File: src/rtl/maxpool_stream.sv
// maxpool_stream: non-overlapping 1-D signed max-pool over a valid/ready stream
module maxpool_stream #(
  parameter int T = 16,
  parameter int N = 25,
  parameter int K = 2
) (
  input  logic                clk,
  input  logic                reset,
  input  logic signed [T-1:0] x_data,
  input  logic                x_valid,
  output logic                x_ready,
  output logic signed [T-1:0] y_data,
  output logic                y_valid,
  input  logic                y_ready
);
  localparam int M  = N / K;
  localparam int MK = M * K;
  localparam int WW = (K > 1) ? $clog2(K) : 1;
  localparam int NW = (N > 1) ? $clog2(N) : 1;
  logic signed [T-1:0] acc;
  logic signed [T-1:0] mx;
  logic [WW-1:0]       w;
  logic [NW-1:0]       n;
  logic                x_fire;
  logic                y_fire;
  logic                in_win;
  logic                last;
  assign x_ready = !y_valid || y_ready;
  assign x_fire  = x_valid && x_ready;
  assign y_fire  = y_valid && y_ready;
  // window membership and the running max including the current sample
  always_comb begin
    in_win = 32'(n) < MK;
    last   = w == WW'(K - 1);
    mx     = (w == '0) ? x_data : ((x_data > acc) ? x_data : acc);
  end
  // window/vector counters, running max and the held output register
  always_ff @(posedge clk) begin
    if (reset) begin
      acc     <= '0;
      w       <= '0;
      n       <= '0;
      y_data  <= '0;
      y_valid <= 1'b0;
    end else begin
      if (x_fire) begin
        if (in_win) begin
          acc <= mx;
          w   <= last ? '0 : w + WW'(1);
        end
        n <= (n == NW'(N - 1)) ? '0 : n + NW'(1);
      end
      if (x_fire && in_win && last) begin
        y_data  <= mx;
        y_valid <= 1'b1;
      end else if (y_fire) begin
        y_valid <= 1'b0;
      end
    end
  end
endmodule

File: config.mk
export PLATFORM = sky130hd
export DESIGN_NAME = maxpool_stream
export DESIGN_NICKNAME = d
export VERILOG_FILES = /design/src/rtl/maxpool_stream.sv
export SDC_FILE = /design/constraint.sdc
export NUM_CORES = 1
export LEC_CHECK = 0
export BUFFER_PORTS_ARGS = -buffer_cell sky130_fd_sc_hd__buf_4
export CORE_MARGIN = 3
export CORE_UTILIZATION = 40
export CTS_BUF_LIST = sky130_fd_sc_hd__clkbuf_4
export DETAILED_ROUTE_END_ITERATION = 10
export PLACE_DENSITY = 0.63
export SLEW_MARGIN = 10
export SYNTH_ARGS = -nofsm -noshare
export SYNTH_HDL_FRONTEND = slang
export SYNTH_SLANG_ARGS = --single-unit
File: constraint.sdc
create_clock -name clk -period 2.7 [get_ports clk]
set_clock_uncertainty 0.1 [all_clocks]
set_input_delay 0.135 -clock clk [delete_from_list [all_inputs] [get_ports clk]]
set_output_delay 0.135 -clock clk [all_outputs]
set_load 0.01 [all_outputs]
==> summary.md, run 1 <==
| Metric | Value |
|---|---|
| Status | completed |
| Maxcap violations | 0 |
| Leakage | 1.18 nW |
| Most frequent cell after synthesis | dfxtp_1 |
| IO buf count | 37 |
| Clock Tree Buf Depth | 2 |
| FMAX | 379 MHz |
| Skew-Pair Late Insertion Delay | between 300 and 400 ps |
| Vias | ~1800 |
| CP Capture Type | register |
| Final min period | 2640 ps |
| Total gr overflow | 0 |
| Starting Density | 0.431 |
| Die X | 78.7 um |
| Post-route ant nets | 0 |
| Syn-to-layout area delta | 29.2% |
| Reg2Reg Depth | 8 |
| Num rows | 25 |
| Hold Vio Cnt, Final | 0 |
| Worst VDD drop | 0.000214 V |
| RR Endpoint | y_data[10] |
| Syn Nets | 264 |
| Worst Tran Pin Value | 606 ps |
| Core footprint | 4910 sq um |
| CTS root buffer | clkbuf_4 |
| Final HPWL DP | around 3000 um |
| Gpl congestion | 0.716 |
| # IOs | 38 |
| Power per Cell Area | between 400 and 500 nW/um^2 |
| CTS buffer count | 5 |
| Crit-path max FO | 5 |
| Vias in the first global route | 1609 |
| Yosys top cell by area | dfxtp_1 |
| CTS tree | done |
| Post-layout net count | 322 |
| Commonest cells in the netlist | 39 x dfxtp_1, 33 x nand2b_1, 21 x and2_1, 21 x inv_1, 18 x ha_1 |
| CP Data Arrival Time | about 2800 ps |
| Global-route wire length before repair | 7410 um |
| Average routed wire per standard cell | 12.5 um |
| Total GRT Usage | 0.149 |
| Yosys warnings | 0 |
| Required @ worst endpoint | 2820 ps |
| Worst slew margin | 0.596 |
| Die ar. | roughly 6200 sq um |
| Synth Flop Type | dfxtp_1 |
| Avg Inst Size Synth | 9.36 sq um |
| Initial antenna violation count | 0 |
| Critical R2R Launch | acc[14] |
| Worst Hold Class | in2reg |
| DR iter-0 viols | 76 |
| Die Ht | 78.7 um |
| WHS Path Cells | 3 |
| First-pass DRT Iterations | 4 |
| Layout cells sized above 1 | 0.214 |
| CP startpoint kind | primary input |
| Top post-synthesis cells by area | dfxtp_1 37%, ha_1 11%, nand2b_1 9.8%, mux2i_1 8.0%, a221o_1 7.6% |
| Filler cells | 469 |
| Largest net degree at the start of global routing | 40 |
| Htree depth | 2 |
| Placed cell count | between 300 and 400 |
| EDFF count, synth | 0 |
| Async SR Flop Fraction | 0 |
| Setup TNS | 0 ps |
| Hold path endpoint | y_valid |
| Final instance count without filler cells | 352 |
| R2r setup slk | ~110 ps |
| Hold_sp | y_ready |
| Detailed-route DRC error count | 0 |
| Sequential Area | 783 sq um |
| Area occupied by multi-input gates | approximately 1200 sq um |
| CP Class | in2reg |
| Mapped cell area | approximately 2100 sq um |
| Yosys reg bits | 39 |
| Clock transition at path regs | 120 ps |
| Ant diodes | 0 |
| Num Clock Sinks | 39 |
| Cells after synthesis | 226 |
| Via/cell ratio | roughly 5 |
| Post-synthesis sequential area ratio | 0.369 |
| Library cells used by synthesis | 31 |
| Setup-failing EPs final | 0 |
| Drt total wl | 4400 um |
| Synth top area share | 0.369 |
| Final period util | 0.977 |
| Max-slew violations | 0 |
flip-flops by register name (all words and copies together), names as in the netlist:
signal   count
n            5
last         1
y_data      16
y_valid      1
acc         16
metal layers:
metal | vias up | wire length, um | share of wire | GRT usage
met4 | 0 | 24 | 0.0054 | 0.0420
met1 | 818 | 2100 | 0.48 | 0.197
met5 | - | 0 | 0 | 0
li1 | 897 | - | - | -
met3 | 2 | 177 | 0.040 | 0.0306
met2 | 33 | 2100 | 0.48 | 0.245
worst max-delay path, cell delays in order:
cell and delay (ps):
dlygate4sd3_1 530, buf_4 140, ha_1 270, nand4_1 150, or4_4 510, or3_4 360
and3_4 200, buf_4 150, a221o_1 300
repair_timing:
item / in CTS / in global routing
resized for setup: 1 / 8
endpoints found under the hold margin: 32 / 0
buffers inserted: 0 / 1
pin swaps: 0 / 3
hold buffers: 16 / 0
endpoints found under the setup margin: 16 / 28
how the worst max path moves through the flow:
stage                from    endpoint  slack, ps  depth (start not counted)
6_report       x_data[10]  y_data[10]         60                          9
5_1_grt        x_data[10]     acc[11]        -40                         10
4_1_cts         x_data[9]  y_data[10]         10                         10
3_5_place_dp      acc[15]  y_data[13]       -100                          7
3_3_place_gp      acc[13]  y_data[13]        -70                          7
2_1_floorplan     acc[15]  y_data[10]        130                          9
cells in the final DEF, fill, tap and decap left out, types with 2 or more instances in the layout:
cell / instances
o21ai_0: 2
and2_1: 21
dfxtp_2: 2
mux2i_1: 17
nand4_1: 3
buf_4: 45
nand3_1: 2
a221o_1: 16
nand2b_1: 33
clkbuf_4: 5
ha_1: 18
clkinv_1: 2
nand2_1: 7
dlygate4sd3_1: 16
and3_1: 2
dfxtp_1: 37
inv_1: 21
a21oi_1: 10
xnor2_1: 4
nor2_1: 6
cells by family (layout without fill, tap and decap cells):
| logic type | after synthesis | after routing | share of synthesized area |
|---|---|---|---|
| muxes | 17 | 17 | 0.0805 |
| buffers and inverters | 32 | 91 | 0.0704 |
| AOI/OAI and AO/OA | 37 | 37 | 0.138 |
| adders and majority gates | 18 | 18 | 0.107 |
| and+or+nand+nor | 79 | 79 | 0.218 |
| DFF | 39 | 39 | 0.369 |
| xor gates and xnor gates | 4 | 4 | 0.0166 |
final cells by class:
class,instances,area share
multi-input combinational,155,0.445
timing repair buffer,62,0.190
inverter,21,0.0288
sequential,39,0.287
clock inverter,3,0.00549
tap,67,0.0307
clock buffer,5,0.0137
through the flow:
step / power, mW / setup slack (ps) / hold WS (ps) / cell area (sq um) / util
global placement: 0.888 / -67.1 / 279 / 2470 / 0.502
CTS: 1.20 / 14.5 / 33.8 / 2690 / 0.547
detailed placement: 0.890 / -99.1 / 284 / 2470 / 0.502
global route: 1.27 / -43.0 / 56.9 / 2730 / 0.556
floorplan: 0.799 / 134 / 173 / 2110 / -
finish: 1.19 / 62.7 / 49.9 / 2730 / 0.556
where the power goes:
group	internal, mW	leakage, nW	switching, mW
Clock	0.0957	0.0263	0.189
Sequential	0.613	0.320	0.0251
Combinational	0.141	0.830	0.125
Total	0.850	1.18	0.339
(Power assumes the default switching activity.)
==> inputs of run 2 (changes only) <==
Settings changed: CTS_BUF_LIST sky130_fd_sc_hd__clkbuf_4 to sky130_fd_sc_hd__clkbuf_16.
==> run 2 against run 1 <==
Compared with the run above:
- wire length up 1.0%
- via count down 2.8%
- worst setup slack better by 12 ps
- die area unchanged
- non-clock buffer count down 10
- global-route usage about the same
- maximum frequency up 0.45%
- critical endpoint unchanged
- largest power group unchanged
==> summary.md, run 2 (synthesized netlist as in run 1, its figures left out) <==
| Metric | Value |
|---|---|
| Die X | 78.7 um (unchanged) |
| Gpl congestion | 0.716 (unchanged) |
| Largest regs | acc x16, y_data x16, n x5 (unchanged) |
| Vias in the first global route | 1546 (was 1609) |
| RSZ-0062 raised after global routing | no |
| Layout cells sized above 1 | 0.218 (was 0.214) |
| Pre-CTS setup slack | -99.1 ps (unchanged) |
| Leakage | 1.17 nW (was 1.18 nW) |
| First-pass DRT Iterations | 4 (unchanged) |
| Most common cell after layout, fill and taps aside | buf_4 (unchanged) |
| Wire length on met3 | 183 um (was 177 um) |
| M1 WL | 2130 um (was 2100 um) |
| Most frequent cells in the layout | 48 x buf_4, 38 x dfxtp_1, 33 x nand2b_1 (was 45 x buf_4, 37 x dfxtp_1, 33 x nand2b_1) |
| Worst Hold Class | in2reg (unchanged) |
| Status | completed (unchanged) |
| Crit path top cell by count | buf_4 (unchanged) |
| CP Data Arrival Time | 2690 ps (was 2760 ps) |
| Crit-path max FO | 5 (unchanged) |
| Total GRT Usage | 0.148 (was 0.149) |
| IO buf count | 37 (unchanged) |
| CTS buffer count | 5 (unchanged) |
| Crit path max-delay family | simple AND/OR/NAND/NOR gates (unchanged) |
| Skew-Pair Late Insertion Delay | 280 ps (was 330 ps) |
| FMAX | 381 MHz (was 379 MHz) |
| Vias | 1701 (was 1750) |
| Total gr overflow | 0 (unchanged) |
| Final HPWL DP | 3090 um (unchanged) |
| Filler cells | 463 (was 469) |
| Dpl cell area | 2470 sq um (unchanged) |
| Clock transition at path regs | 60 ps (was 120 ps) |
| Die ar. | 6190 sq um (unchanged) |
| Met2 routed WL | 2100 um (about the same) |
| Ant diodes | 0 (unchanged) |
| Worst slew margin | 0.602 (was 0.596) |
| WP buf/inv | 3 (unchanged) |
| Power per Cell Area | 538 nW/um^2 (was 435 nW/um^2) |
| Max incr delay on CP | 530 ps (about the same) |
| Via/cell ratio | 4.97 (about the same) |
| Global-route wire length before repair | 7280 um (was 7410 um) |
| Clock Tree Buf Depth | 2 (unchanged) |
| Placed cell count | 327 (unchanged) |
| CP startpoint kind | primary input (unchanged) |
| Max-slew violations | 0 (unchanged) |
| DR iter-0 viols | 91 (was 76) |
| # IOs | 38 (unchanged) |
| Design Area, Final | 2690 sq um (was 2730 sq um) |
| Required @ worst endpoint | 2760 ps (was 2820 ps) |
| Starting Density | 0.431 (unchanged) |
| Worst VDD drop | 0.000333 V (was 0.000214 V) |
| CP Class | in2reg (unchanged) |
| Die Ht | 78.7 um (unchanged) |
| Final period util | 0.972 (was 0.977) |
| Core footprint | 4910 sq um (unchanged) |
| Layout Utilization | 0.549 (was 0.556) |
| Sequential Area | 782 sq um (was 783 sq um) |
| Final min period | 2630 ps (was 2640 ps) |
| Post-route ant nets | 0 (unchanged) |
| Area occupied by multi-input gates | 1210 sq um (was 1220 sq um) |
| Num rows | 25 (unchanged) |
| Post-layout net count | 312 (was 322) |
| CP Capture Type | register (unchanged) |
| Detailed-route DRC error count | 0 (unchanged) |
| Num Clock Sinks | 39 (unchanged) |
| Drt total wl | 4450 um (was 4400 um) |
| CTS tree | done (unchanged) |
| Largest net degree at the start of global routing | 40 (unchanged) |
| Worst hold margin | 1.17 ps (was 49.9 ps) |
| Crit-path cells | dlygate4sd3_1 > buf_4 > ha_1 > nand4_1 > or4_4 > or3_4 > and3_4 > buf_4 > a221o_1 (unchanged) |
| Maxcap violations | 0 (unchanged) |
| Initial antenna violation count | 0 (unchanged) |
| Syn-to-layout area delta | 27.4% (was 29.2%) |
| Slowest-stage cell, CP | dlygate4sd3_1 (unchanged) |
| Total power | 1.45 mW (was 1.19 mW) |
| Final worst setup slack | 74.6 ps (was 62.7 ps) |
| CTS root buffer | clkbuf_16 (was clkbuf_4) |
| Worst Tran Pin Value | 598 ps (was 606 ps) |
| Hold Vio Cnt, Final | 0 (unchanged) |
| Setup TNS | 0 ps (unchanged) |
| Htree depth | 2 (unchanged) |
| Setup-failing EPs final | 0 (unchanged) |
| Final instance count without filler cells | 342 (was 352) |
| Average routed wire per standard cell | 13.0 um (was 12.5 um) |
| DR top layer | met4 (unchanged) |
run 2: changes by cell type in the layout (fill, tap and decap cells not counted), sizes merged:
| cell | change |
|---|---|
| buf | +2 |
| dlygate4sd3 | -12 |
run 2: timing repair:
item                       in CTS  in global routing
hold buffers                    4                  0
setup endpoints to repair      16                 28
buffers inserted                0                  3
pin swaps                       0                  3
hold endpoints to repair        4                  0
resized for setup               1                  5
run 2: final cells by class:
type / count / share of cell area
clock inverter: 3 / 0.00557
multi-input combinational: 155 / 0.449
clock buffer: 5 / 0.0464
inverter: 21 / 0.0293
timing repair buffer: 52 / 0.149
tap: 67 / 0.0311
sequential: 39 / 0.290
run 2: final timing paths:
check / start / endpoint / slack, ps / depth (start not counted)
setup / recovery: x_data[5] / y_data[10] / 70 / 9
hold / removal: x_data[8] / y_data[8] / 1 / 2
setup reg to reg: acc[9] / y_data[10] / 110 / 9
hold reg to reg: acc[13] / acc[13] / 390 / 2
run 2: power breakdown:
part / switching [mW] / total (mW) / internal, mW
registers: 0.0250 / 0.638 / 0.613
logic: 0.120 / 0.248 / 0.128
clock network: 0.228 / 0.563 / 0.336
total: 0.373 / 1.45 / 1.08
run 2: routing by layer:
layer,vias up,track usage
met5,-,0
met4,0,0.0472
met3,4,0.0374
met2,31,0.233
met1,793,0.199
li1,873,-
